<file path="config.mk">
export PLATFORM = sky130hd
export DESIGN_NAME = vga_layer_scheduler
export DESIGN_NICKNAME = d
export VERILOG_FILES = /design/src/rtl/vga_pkg.sv /design/src/rtl/vga_next_layer.sv /design/src/rtl/vga_layer_scheduler.sv
export SDC_FILE = /design/constraint.sdc
export NUM_CORES = 1
export LEC_CHECK = 0
export ABC_AREA = 1
export CAP_MARGIN = 10
export CORE_MARGIN = 10
export CORE_UTILIZATION = 46
export DETAILED_ROUTE_END_ITERATION = 16
export GPL_TIMING_DRIVEN = 0
export MAX_ROUTING_LAYER = met4
export PLACE_DENSITY = 0.86
export SLEW_MARGIN = 10
export SYNTH_ARGS = -nofsm -noshare
export SYNTH_HDL_FRONTEND = slang
export SYNTH_HIERARCHICAL = 1
export SYNTH_SLANG_ARGS = --single-unit
</file>
<file path="constraint.sdc">
create_clock -name clk -period 4.6 [get_ports clk]
set_clock_uncertainty 0.1 [all_clocks]
set_input_delay 0.69 -clock clk [delete_from_list [all_inputs] [get_ports clk]]
set_output_delay 0.69 -clock clk [all_outputs]
set_load 0.02 [all_outputs]
</file>
<file path="src/rtl/vga_pkg.sv">
// rtl/vga_pkg.sv - shared VGA screen constants and layer scheduler state encoding
//
// Purpose: common constants for the 320x240, 3-bit pixel-write interface and
//          the state encoding used by vga_layer_scheduler.
// Ports:   none (package).

package vga_pkg;

  localparam int SCR_W   = 320;
  localparam int SCR_H   = 240;
  localparam int X_W     = 9;
  localparam int Y_W     = 8;
  localparam int COLOR_W = 3;

  localparam logic [1:0] SCHED_IDLE  = 2'd0;
  localparam logic [1:0] SCHED_START = 2'd1;
  localparam logic [1:0] SCHED_DRAW  = 2'd2;

  typedef enum logic [1:0] {
    ST_IDLE  = SCHED_IDLE,
    ST_START = SCHED_START,
    ST_DRAW  = SCHED_DRAW
  } sched_state_t;

endpackage

</file>
<file path="src/rtl/vga_next_layer.sv">
// rtl/vga_next_layer.sv - lowest enabled layer above a given index
//
// Purpose: combinational finder returning the lowest set bit of mask whose
//          position is strictly above cur. With from_start high, cur is
//          ignored and the search covers the whole mask (the "index -1" case).
// Ports:
//   mask        in   N_LAYERS  enabled layers
//   cur         in   IDX_W     current layer index
//   from_start  in   1         search from below bit 0
//   valid       out  1         a qualifying layer exists
//   idx         out  IDX_W     its index (0 when valid is low)

module vga_next_layer
  import vga_pkg::*;
#(
  parameter int N_LAYERS = 3,
  parameter int IDX_W    = 2
) (
  input  logic [N_LAYERS-1:0] mask,
  input  logic [IDX_W-1:0]    cur,
  input  logic                from_start,
  output logic                valid,
  output logic [IDX_W-1:0]    idx
);

  // Scan downwards so the lowest qualifying bit is the last one written.
  always_comb begin
    valid = 1'b0;
    idx   = '0;
    for (int i = N_LAYERS - 1; i >= 0; i--) begin
      if (mask[i] && (from_start || (i > int'(cur)))) begin
        valid = 1'b1;
        idx   = IDX_W'(i);
      end
    end
  end

endmodule

</file>
<file path="src/rtl/vga_layer_scheduler.sv">
// rtl/vga_layer_scheduler.sv - frame sequencer and write-port arbiter for drawing layers
//
// Purpose: on every V_SYNC falling edge, starts the enabled drawing engines one
//          at a time in index order and gives the running one registered,
//          exclusive use of the shared x/y/color/writeEn pixel port.
// Optional: define VGA_SCHED_WDOG_EN to abort a layer that holds the port for
//           WDOG_CYCLES draw cycles and to add the sticky oTimeout flag.
// Ports:
//   clk, iResetn        clock, synchronous active-low reset
//   V_SYNC              falling edge starts a frame
//   iLayerEn            per-layer enable, sampled at frame start
//   iX/iY/iColor/iWe    per-layer pixel write slices
//   iDone               per-layer completion pulse
//   iClrOverrun         clears oOverrun (and oTimeout)
//   oStart              one-cycle start pulse to the selected layer
//   x/y/color/writeEn   registered pixel port
//   oBusy, oActive      frame in progress, owning layer index
//   oOverrun            sticky, a frame start was dropped
//   oFrameCount         completed frames, wrapping
//   oTimeout            (VGA_SCHED_WDOG_EN only) sticky, a layer was aborted

module vga_layer_scheduler
  import vga_pkg::*;
#(
  parameter int N_LAYERS    = 3,
  parameter int WDOG_CYCLES = 131072
) (
  input  logic                         clk,
  input  logic                         iResetn,
  input  logic                         V_SYNC,
  input  logic [N_LAYERS-1:0]          iLayerEn,
  input  logic [X_W*N_LAYERS-1:0]      iX,
  input  logic [Y_W*N_LAYERS-1:0]      iY,
  input  logic [COLOR_W*N_LAYERS-1:0]  iColor,
  input  logic [N_LAYERS-1:0]          iWe,
  input  logic [N_LAYERS-1:0]          iDone,
  input  logic                         iClrOverrun,
  output logic [N_LAYERS-1:0]          oStart,
  output logic [X_W-1:0]               x,
  output logic [Y_W-1:0]               y,
  output logic [COLOR_W-1:0]           color,
  output logic                         writeEn,
  output logic                         oBusy,
  output logic [$clog2(N_LAYERS)-1:0]  oActive,
  output logic                         oOverrun,
  output logic [15:0]                  oFrameCount
`ifdef VGA_SCHED_WDOG_EN
  ,
  output logic                         oTimeout
`endif
);

  localparam int IDX_W = $clog2(N_LAYERS);

  sched_state_t        state, state_next;
  logic                vsync_prev;
  logic                frame_edge;
  logic [N_LAYERS-1:0] mask;
  logic [IDX_W-1:0]    idx;
  logic                sel_we;
  logic                sel_done;
  logic                wdog_hit;
  logic                nl_valid;
  logic [IDX_W-1:0]    nl_idx;
  logic                in_idle;
  logic                frame_done;
  logic                take_idx;

  assign frame_edge = !V_SYNC && vsync_prev;
  assign in_idle    = (state == ST_IDLE);
  assign sel_we     = iWe[idx];
  assign sel_done   = iDone[idx] | wdog_hit;

  // One finder serves both uses: in IDLE it scans the live enables from the
  // bottom, otherwise it scans the latched mask above the current layer.
  vga_next_layer #(
    .N_LAYERS (N_LAYERS),
    .IDX_W    (IDX_W)
  ) u_next (
    .mask       (in_idle ? iLayerEn : mask),
    .cur        (idx),
    .from_start (in_idle),
    .valid      (nl_valid),
    .idx        (nl_idx)
  );

  always_ff @(posedge clk) begin
    if (!iResetn) begin
      state <= ST_IDLE;
    end else begin
      state <= state_next;
    end
  end

  always_comb begin
    state_next = state;
    oStart     = '0;
    frame_done = 1'b0;
    take_idx   = 1'b0;
    case (state)
      ST_IDLE: begin
        if (frame_edge) begin
          if (nl_valid) begin
            state_next = ST_START;
            take_idx   = 1'b1;
          end else begin
            frame_done = 1'b1;
          end
        end
      end
      ST_START: begin
        oStart[idx] = 1'b1;
        state_next  = ST_DRAW;
      end
      ST_DRAW: begin
        if (sel_done) begin
          if (nl_valid) begin
            state_next = ST_START;
            take_idx   = 1'b1;
          end else begin
            state_next = ST_IDLE;
            frame_done = 1'b1;
          end
        end
      end
      default: state_next = ST_IDLE;
    endcase
  end

  always_ff @(posedge clk) begin
    if (!iResetn) begin
      vsync_prev  <= 1'b1;
      mask        <= '0;
      idx         <= '0;
      oActive     <= '0;
      x           <= '0;
      y           <= '0;
      color       <= '0;
      writeEn     <= 1'b0;
      oBusy       <= 1'b0;
      oOverrun    <= 1'b0;
      oFrameCount <= '0;
    end else begin
      vsync_prev <= V_SYNC;
      if (in_idle && frame_edge) begin
        mask <= iLayerEn;
      end
      if (take_idx) begin
        idx <= nl_idx;
      end
      if (state == ST_START) begin
        oActive <= idx;
      end
      // The done-cycle write is still forwarded because DRAW is the current state.
      writeEn <= (state == ST_DRAW) && sel_we;
      if ((state == ST_DRAW) && sel_we) begin
        x     <= iX[idx*X_W +: X_W];
        y     <= iY[idx*Y_W +: Y_W];
        color <= iColor[idx*COLOR_W +: COLOR_W];
      end
      oBusy <= (state_next != ST_IDLE);
      if (frame_edge && !in_idle) begin
        oOverrun <= 1'b1;
      end else if (iClrOverrun) begin
        oOverrun <= 1'b0;
      end
      if (frame_done) begin
        oFrameCount <= oFrameCount + 16'd1;
      end
    end
  end

`ifdef VGA_SCHED_WDOG_EN
  logic [16:0] wdog_cnt;

  assign wdog_hit = (state == ST_DRAW) && (wdog_cnt == 17'(WDOG_CYCLES - 1));

  always_ff @(posedge clk) begin
    if (!iResetn) begin
      wdog_cnt <= '0;
      oTimeout <= 1'b0;
    end else begin
      if (state == ST_START) begin
        wdog_cnt <= '0;
      end else if (state == ST_DRAW) begin
        wdog_cnt <= wdog_cnt + 17'd1;
      end
      // A genuine done in the expiry cycle is not a timeout.
      if (wdog_hit && !iDone[idx]) begin
        oTimeout <= 1'b1;
      end else if (iClrOverrun) begin
        oTimeout <= 1'b0;
      end
    end
  end
`else
  assign wdog_hit = 1'b0;
`endif

endmodule

</file>
# After elaboration in Yosys (flattened, before gate mapping)

Cells that the tools add are included.

$lt $le $gt $ge: 4
Equal/unequal tests: 2
Reductions and logical operators: 15
Shift operators: 3
Muxes and demuxes: 29
$mul: 2
Add/sub/neg operators: 1

Operators by type and width:

| kind                    | count |
|---|---|
| $shiftx A27 B7 Y9       | 1 |
| $shiftx A24 B6 Y8       | 1 |
| $add A16 B1 Y16 const B | 1 |
| $mux W1                 | 15 |
| $mux W2                 | 6 |
| $shiftx A9 B5 Y3        | 1 |
| $logic_and A1 B1 Y1     | 8 |
| $mul A2 B4 Y6 const B   | 1 |
| $mux W3                 | 2 |
| $pmux W2 S3             | 1 |
| $bmux W1 S2             | 2 |
| $mul A2 B2 Y4 const B   | 1 |
| $pmux W1 S2             | 2 |
| $reduce_bool A2 Y1      | 2 |
| $lt A2 B3 Y1 const B    | 1 |
| $demux W1 S2            | 1 |
| $eq A2 B1 Y1 const B    | 1 |
| $eq A2 B2 Y1 const B    | 1 |
| $ge A2 B1 Y1 const B    | 1 |
| $gt A1 B2 Y1 const A    | 1 |
| $gt A2 B2 Y1 const A    | 1 |
| $logic_not A1 Y1        | 2 |
| $logic_not A2 Y1        | 1 |
| $logic_or A1 B1 Y1      | 2 |

Word-level logic and storage cells: 68
Output and inout port bits: 44
Input port bits: 73
Register bits: 49

# Logic depth before layout (Yosys ltp)

Depth in word-level cells: 10
Depth in mapped cells: 15
Depth with buffers taken out: 15

# Modules after synthesis

The synthesis kept the hierarchy.

By module, submodules not included:

| module              | area an instance (um^2) | instances | sequential area each (um^2) | cells an instance |
|---|---|---|---|---|
| vga_layer_scheduler | 2607.5                  | 1         | 980.9                       | 414 |
| vga_next_layer      | 78.8                    | 1         | 0.0                         | 12 |

# Least setup slack after synthesis

No wires, ideal clock.

Kind: input to register
From: in iLayerEn[0]
To: reg oFrameCount[7]
Stages on the path: 13
Path slack: 2.414 ns
Required time: 4.428 ns
Library setup time: 0.072 ns
Buffers on the path: 1
Arrival time: 2.014 ns
Path through: nand2_1 -> o21ai_0 -> nand2_1 -> inv_1 -> a21oi_2 -> nand2_1 -> or2_1 -> a21oi_2 -> nand2_4 -> inv_2 -> buf_6 -> nand2_1 -> a21oi_1

Word-level cells in the longest chain between the ends: 6
Elaborated cells between the ends (all ways): 7
Those cells by class: mux (6); reduce/logical (1)

Ends and longest elaborated chain:

| element                           | line                                                   | text |
|---|---|---|
| start, declared                   | vga_layer_scheduler.sv:31                              | `input logic [N_LAYERS-1:0] iLayerEn,` |
| $mux W3 *                         | vga_layer_scheduler.sv:80                              | `.mask (in_idle ? iLayerEn : mask),` |
| $logic_and A1 B1 Y1 *             | vga_next_layer.sv:31                                   | `if (mask[i] && (from_start \|\| (i > int'(cur)))) begin` |
| $mux W1 *                         | vga_next_layer.sv:31                                   |  |
| named net nl_valid                | vga_layer_scheduler.sv:63                              | `logic nl_valid;` |
| $mux W1 *                         | vga_layer_scheduler.sv:103, vga_layer_scheduler.sv:117 |  |
| $mux W1, on equally long branches | vga_layer_scheduler.sv:116, vga_layer_scheduler.sv:102 |  |
| $pmux W1 S2 *                     | vga_layer_scheduler.sv:100                             | `case (state)` |
| end signal, assigned              | vga_layer_scheduler.sv:168                             | `oFrameCount <= oFrameCount + 16'd1;` |
| end, declared                     | vga_layer_scheduler.sv:46                              | `output logic [15:0] oFrameCount` |

The timed path passes the listed nets; every way through them passes the cells marked *.
A chain may end at the register's enable or synchronous reset.

# Worst setup path after layout

From: reg idx[0]
To: out oStart[1]

Word-level cells in the longest chain between the ends: 5
Elaborated cells between the ends (all ways): 6
Those cells by class: order compare (2); mux (3); reduce/logical (1)

Ends and longest elaborated chain:

| element                                                                   | line                       | text |
|---|---|---|
| start, declared                                                           | vga_layer_scheduler.sv:59  | `logic [IDX_W-1:0] idx;` |
| start signal, assigned                                                    | vga_layer_scheduler.sv:149 | `idx <= nl_idx;` |
| $lt A2 B3 Y1 (implied by the code) / $ge A2 B1 Y1 (equally long branches) | vga_layer_scheduler.sv:112 | `oStart[idx] = 1'b1;` |
| $logic_and A1 B1 Y1 (implied by the code)                                 | vga_layer_scheduler.sv:112 |  |
| $mux W1 (implied by the code)                                             | vga_layer_scheduler.sv:112 |  |
| $demux W1 S2 *                                                            | vga_layer_scheduler.sv:112 |  |
| $mux W3 *                                                                 | vga_layer_scheduler.sv:100 |  |
| end, declared                                                             | vga_layer_scheduler.sv:38  | `output logic [N_LAYERS-1:0] oStart,` |

Mark *: on every way between the ends. The rest lies on a longest branch, timed or not.

==> metrics.md <==
| Metric | Value |
|---|---|
| Worst skew pair latency | `0.31 ns` |
| Maxcap violations | `0` |
| Synth Net Count | `500` |
| Wire per inst | `14.5 um` |
| Synth Cell Area | `between 2000 and 3000 um^2` |
| Post-CTS Resized | `0` |
| Via count | `~3100` |
| GRT busiest layer | `met2` |
| Fin Hold WS | `approximately 0.36 ns` |
| DRC errors left | `0` |
| Number of synthesized flops with an enable pin | `0` |
| DRT Wirelength | `between 9000 and 10000 um` |
| Synth top area cells | `dfxtp_1, nand2_1, nor2_1` |
| Period utilisation layout | `between 60 and 70%` |
| Pwr/cell area | `around 260 nW/um^2` |
| Synth top area share | `a little over a third` |
| #FFs+latches synth | `between 40 and 50` |
| Layout area overhead | `49.9%` |
| Antenna violations before repair | `0` |
| Synth area leader | `dfxtp_1` |
| RD Place Congestion | `approximately 0.85` |
| Status | `finished clean` |
| Final setup violation count | `0` |
| Async set-reset flop share out of synthesis | `0%` |
| Endpoints failing hold | `0` |
| CTS Buffer Depth | `2` |
| CTS Hold Buffers Added | `0` |
| Fin nets | `623` |
| Slew at the pin closest to its max-slew limit | `0.572 ns` |
| Routing usage on met2 | `between 30% and 40%` |
| Tot Pwr | `between 1 and 1.5 mW` |
| Clock transition at path regs | `0.10 ns` |
| Worst IR Drop VDD | `around 0.00013 V` |
| Worst reg-to-reg path cell count | `11` |
| RSZ-0062 raised after global routing | `no` |
| Die area | `between 9000 and 10000 um^2` |
| TritonCTS buffer count | `5` |
| Row Count | `27` |
| Global-route wire length before repair | `roughly 14000 um` |
| Fmax achieved | `between 300 and 400 MHz` |
| Post-CTS Setup Bufs | `0` |
| Via density | `5.05` |
| Layout cells sized above 1 | `just over 6%` |
| Setup tns final | `0 ns` |
| Synth warn | `6` |
| Seq/Total Area, Yosys | `36.5%` |
| Final min period | `~3 ns` |
| I/O pin count | `between 100 and 150` |
| Reg2reg end | `oFrameCount[4]$_SDFFE_PN0P_` |
| Pins Over Slew Limit | `0` |
| GR Util All Layers | `19.9%` |
| Total gr overflow | `0` |
| Ant diodes | `0` |
| Cell variety after synth | `27` |
| M1 GR Usage | `21.7%` |
| Register-to-register setup slack | `between 1.5 and 2 ns` |
| Pleak | `1.57 nW` |
| CTS Root Cell | `clkbuf_8` |
| Crit Path Class | `reg2out` |
| Die H | `96.4 um` |
| Critical path origin | `idx[0]$_SDFFE_PN0P_` |
| WP data required | `approximately 3.8 ns` |
| CP startpoint kind | `register` |
| CP Data Arrival Time | `approximately 2.2 ns` |
| Largest net degree at the start of global routing | `17` |
| Dpl hpwl | `7340 um` |
| GR met3 Demand/Resource | `8.40%` |
| Core area | `5570 um^2` |
| Setup crit end kind | `primary output` |
| Gate Count Post-Synth | `426` |
| Design Area, Final | `4030 um^2` |
| Critical Path Sink | `oStart[1]` |
| Antenna Violating Nets Remaining | `0` |
| Starting density of the core | `48.2%` |
| Worst R2R Start | `state[1]$_SDFF_PN0_` |
| Syn_area_per_cell | `roughly 6.3 um^2` |
| Clk sink count | `49` |
| Vias in the first global route | `3095` |
| Length of the first detailed-routing pass in iterations | `4` |
| Cell Area, Placed | `slightly below 4000 um^2` |
| Slew margin rel. | `61.7%` |
| CTS tree | `done` |
| DR iter-0 viols | `173` |
| Most used DFF post-synth | `dfxtp_1` |
| Die width | `96.4 um` |
| Crit-path max FO | `10` |
| HP Class | `reg2reg` |
| Port bufs | `roughly 120` |
| H-tree depth | `2` |
| Final Util | `72.3%` |
## registers in the layout (all words and copies together), names as in the netlist
name	flops
oBusy	1
x	9
mask	3
y	8
oFrameCount	16
vsync_prev	1
state	2
oOverrun	1
writeEn	1
oActive	2
color	3
idx	2
## area by class of cell
class	instances	area, um^2
clock inverters	3	21.3
multi-input cells	324	1480
repair buffers	116	1160
inverters	34	128
well taps	72	90.1
flip-flops and latches	49	981
plain buffers	19	96.3
fillers	484	1550
clock buffers	5	68.8
## power breakdown
part / switching [mW] / internal [mW] / total, mW
combinational: 0.186 / 0.149 / 0.335
sequential: 0.0166 / 0.448 / 0.464
clock: 0.154 / 0.108 / 0.262
## logic make-up (layout without fill, tap and decap cells)
group	count (synthesis)	after routing	share of synthesized area (%)
flip-flops	49	49	36.5
buffers and inverters	53	177	8.34
adder cells (fa/ha/maj)	1	1	0.466
AND/OR/NAND/NOR	217	217	33.4
AO/OA/AOI/OAI	99	99	19.0
XOR/XNOR	7	7	2.28
## worst min-delay path by stage
| stage | start | to | cells past startpoint |
|---|---|---|---|
| after global placement | mask[0]$_SDFFE_PN0P_ | mask[0]$_SDFFE_PN0P_ | 2 |
| after global routing | mask[1]$_SDFFE_PN0P_ | mask[1]$_SDFFE_PN0P_ | 2 |
| after CTS | mask[1]$_SDFFE_PN0P_ | mask[1]$_SDFFE_PN0P_ | 2 |
| after detailed placement | mask[1]$_SDFFE_PN0P_ | mask[1]$_SDFFE_PN0P_ | 2 |
| after floorplan | mask[0]$_SDFFE_PN0P_ | mask[0]$_SDFFE_PN0P_ | 2 |
| final | mask[0]$_SDFFE_PN0P_ | mask[0]$_SDFFE_PN0P_ | 2 |
## worst max-delay path: stages (launching register included)
cell and delay (ns):
dfxtp_1 0.39, buf_4 0.20, clkbuf_1 0.38, nand2_1 0.14, nor2_1 0.11, clkdlybuf4s50_1 0.66
## synth_stat cells, types with 4 or more instances
| library cell | count |
|---|---|
| o21ai_1 | 27 |
| nand2_1 | 96 |
| buf_4 | 4 |
| a21oi_1 | 22 |
| dfxtp_1 | 49 |
| inv_1 | 27 |
| nand4_1 | 6 |
| nor2_1 | 92 |
| xor2_1 | 5 |
| inv_2 | 6 |
| clkbuf_1 | 12 |
| nand3_1 | 10 |
| o21ai_0 | 46 |
## per-stage QoR
stage / cells / worst slack [ns]
after CTS: 622 / 1.61
after global placement: 614 / 1.76
after detailed placement: 614 / 1.75
after floorplan: 426 / 2.41
final: 622 / 1.62
after global routing: 622 / 1.50
## per-layer routing
metal | share of wire (%) | vias up
li1 | - | 1608
met1 | 42 | 1414
met2 | 47 | 112
met3 | 9.9 | 9
met4 | 1.1 | 0
met5 | 0 | -
## layout by cell type, fill, tap and decap left out, types with 2 or more instances in the layout
master,n
a21oi_1,22
xor2_1,5
clkbuf_8,5
nand3_1,10
xnor2_1,2
clkbuf_1,12
nor2_1,92
buf_4,4
buf_2,2
nand2_2,3
dfxtp_1,49
inv_1,27
nand2_1,96
inv_2,6
clkdlybuf4s50_1,116
nand2_4,2
nand3_2,3
nand4_1,6
a21oi_2,3
o21ai_0,46
o21ai_1,27
nor3_1,2
No activity file was read; power rests on OpenSTA's default activity.
==> edit, RTL diff (same settings) <==
Register the output `oFrameCount` once more, without a reset; this adds one clock of latency there. The other outputs are not delayed to match.
--- a/src/rtl/vga_layer_scheduler.sv
+++ b/src/rtl/vga_layer_scheduler.sv
@@ -53,4 +53,6 @@
   localparam int IDX_W = $clog2(N_LAYERS);
 
+  logic [15:0] oFrameCount_s0;
+
   sched_state_t        state, state_next;
   logic                vsync_prev;
@@ -140,5 +142,5 @@
       oBusy       <= 1'b0;
       oOverrun    <= 1'b0;
-      oFrameCount <= '0;
+      oFrameCount_s0 <= '0;
     end else begin
       vsync_prev <= V_SYNC;
@@ -166,5 +168,5 @@
       end
       if (frame_done) begin
-        oFrameCount <= oFrameCount + 16'd1;
+        oFrameCount_s0 <= oFrameCount_s0 + 16'd1;
       end
     end
@@ -198,4 +200,8 @@
 `endif
 
+  always_ff @(posedge clk) begin
+    oFrameCount <= oFrameCount_s0;
+  end
+
 endmodule
 
Behaviour: not the same (Yosys sat finds a counterexample within 4 cycles, from zero or initial values and one cycle with iResetn low).
==> edit against the original RTL <==
Area after synthesis rose by 11%. Power rose by 34%. Sequential cell count rose by 16. Count of clock-buffer cells in the layout rose by 6. Via count rose by 5.5%. Setup slack got worse by 0.026 ns. Routed wire length rose by 6.5%. Cell area rose by 10%. Critical endpoint unchanged. Largest power group unchanged.
==> edit: results (changes against the original RTL) <==
{
  "yosys": {
    "syn-instance-count": {"value": 436, "change": "+2.3%"},
    "cell_types_with_the_highest_counts_after_synthesis": "sky130_fd_sc_hd__nor2_1, sky130_fd_sc_hd__nand2_1, sky130_fd_sc_hd__o21ai_0, sky130_fd_sc_hd__dfxtp_1, sky130_fd_sc_hd__inv_1",
    "compound_gate_portion_of_the_synthesized_area": {"value": 16.8, "unit": "%", "change": "-2.2 points"},
    "synth.yosys.seq_area_share": {"value": 43.6, "unit": "%", "change": "+7.1 points"},
    "synth_cell_type_count": {"value": 28, "change": "+3.7%"},
    "synth_nets": {"value": 510, "change": "+2.0%"},
    "synth_xor_xnor_area_share": {"value": 2.06, "unit": "%", "change": "-0.23 points"},
    "adder_and_majority_cell_fraction_of_the_synthesized_area": {"value": 0.419, "unit": "%", "change": "-0.046 points"},
    "ys_top_cells_by_area": "sky130_fd_sc_hd__dfxtp_1, sky130_fd_sc_hd__nor2_1, sky130_fd_sc_hd__nand2_1"
  },
  "global_route": {
    "grtUsageMet2": {"value": 31.8, "unit": "%", "change": "-0.94 points"},
    "gr-usage-met1": {"value": 20.2, "unit": "%", "change": "-1.6 points"},
    "wire_length_of_the_first_global_routing_pass": {"value": 15300, "unit": "microns", "change": "+7.2%"},
    "gr-usage-all-layers": {"value": 19.4, "unit": "%", "change": "-0.49 points"},
    "maximum_number_of_pins_on_one_net_before_global_route_repair": {"value": 12, "change": "-5"},
    "number_of_global_route_vias_before_repair": {"value": 3340, "change": "+7.9%"}
  },
  "routing": {
    "routed_via_density": {"value": 5.14, "change": "+1.7%"},
    "drt_first_pass_iters": {"value": 7, "change": "+3"},
    "detailedRoute.firstIterationViolations": {"value": 132, "change": "-24%"}
  },
  "placed_design": {
    "gp_congestion": {"value": 0.880, "change": "+3.7%"},
    "hpwlAfterDp": {"value": 7600, "unit": "microns", "change": "+3.5%"},
    "place_inst": {"value": 629, "change": "+2.4%"}
  },
  "clocking": {
    "clkSlewWorstSetupHoldPaths": {"value": 0.07, "unit": "ns", "change": "-0.03 ns"},
    "ctsLongestPathBuffers": {"value": 2, "change": "unchanged"},
    "cts.root.buffer_cell": "sky130_fd_sc_hd__clkbuf_8",
    "cts.htree.levels": {"value": 3, "change": "+1"},
    "worstSkewPairLatency": {"value": 0.34, "unit": "ns", "change": "+0.03 ns"},
    "total_cts_buffers": {"value": 9, "change": "+4"}
  },
  "critical_path": {
    "setup_slack_on_the_worst_flop_to_flop_path": {"value": 2.05, "unit": "ns", "change": "+0.07 ns"},
    "worst_r2r_startpoint": "state[1]$_SDFF_PN0_",
    "crit_arrival": {"value": 2.22, "unit": "ns", "change": "+0.03 ns"}
  },
  "sta": {
    "slew-limit-headroom": {"value": 64.5, "unit": "%", "change": "+2.8 points"}
  },
  "pwr": {
    "worst_ir_drop_vdd": {"value": 0.230, "unit": "mV", "change": "+77%"}
  },
  "run_status": {
    "outcome": "completed"
  },
  "layout": {
    "fin_cells": {"value": 645, "change": "+3.7%"},
    "nFillCells": {"value": 534, "change": "+10%"}
  }
}
==> edit: how the worst min path moves through the flow <==
stage                                                from                      end  slack (ns)  depth (start not counted)
after floorplan           oFrameCount_s0[15]$_SDFFE_PN0P_  oFrameCount[15]$_DFF_P_        0.23                          0
after global placement    oFrameCount_s0[15]$_SDFFE_PN0P_  oFrameCount[15]$_DFF_P_        0.25                          0
after detailed placement  oFrameCount_s0[15]$_SDFFE_PN0P_  oFrameCount[15]$_DFF_P_        0.26                          0
after CTS                 oFrameCount_s0[15]$_SDFFE_PN0P_  oFrameCount[15]$_DFF_P_        0.26                          0
after global routing      oFrameCount_s0[15]$_SDFFE_PN0P_  oFrameCount[15]$_DFF_P_        0.27                          0
final                     oFrameCount_s0[15]$_SDFFE_PN0P_  oFrameCount[15]$_DFF_P_        0.27                          0
==> edit: cells by family after synthesis <==
family / Yosys count
AOI/OAI and AO/OA: 96
xor gates and xnor gates: 7
adders and majority gates: 1
buffers and inverters: 52
DFF: 65
and+or+nand+nor: 215
==> edit: where the power goes <==
group / internal (mW) / leakage, nW / switching, mW
sequential: 0.588 / 0.527 / 0.0172
combinational: 0.147 / 1.14 / 0.187
clock: 0.263 / 0.0953 / 0.224
total: 0.998 / 1.76 / 0.428
==> edit: per-stage QoR <==
| step | area, sq um | worst slack, ns |
|---|---|---|
| 6_report | 4440 | 1.59 |
| 2_1_floorplan | 2980 | 2.43 |
| 3_3_place_gp | 4240 | 1.80 |
| 4_1_cts | 4440 | 1.55 |
| 5_1_grt | 4440 | 1.38 |
| 3_5_place_dp | 4240 | 1.71 |
==> edit: worst max-delay path, cell delays in order (launching register included) <==
cell and delay (ns):
sky130_fd_sc_hd__dfxtp_1 0.38, sky130_fd_sc_hd__buf_4 0.20, sky130_fd_sc_hd__clkbuf_1 0.38, sky130_fd_sc_hd__nand2_1 0.14, sky130_fd_sc_hd__nor2_1 0.11, sky130_fd_sc_hd__clkdlybuf4s50_1 0.66
==> edit: cell type report <==
type / instances / area, sq um / area share [%]
Sequential cell: 65 / 1300 / 29.3
Tap cell: 77 / 96.3 / 2.17
Timing Repair Buffer: 116 / 1160 / 26.2
Buffer: 19 / 91.3 / 2.06
Clock inverter: 5 / 55.1 / 1.24
Inverter: 33 / 124 / 2.79
Clock buffer: 11 / 141 / 3.19
Multi-Input combinational cell: 319 / 1470 / 33.1
==> edit: per-layer routing <==
layer / wire [microns] / vias up
li1: - / 1656
met1: 3930 / 1500
met2: 4530 / 143
met3: 992 / 17
met4: 168 / 0
met5: 0 / -
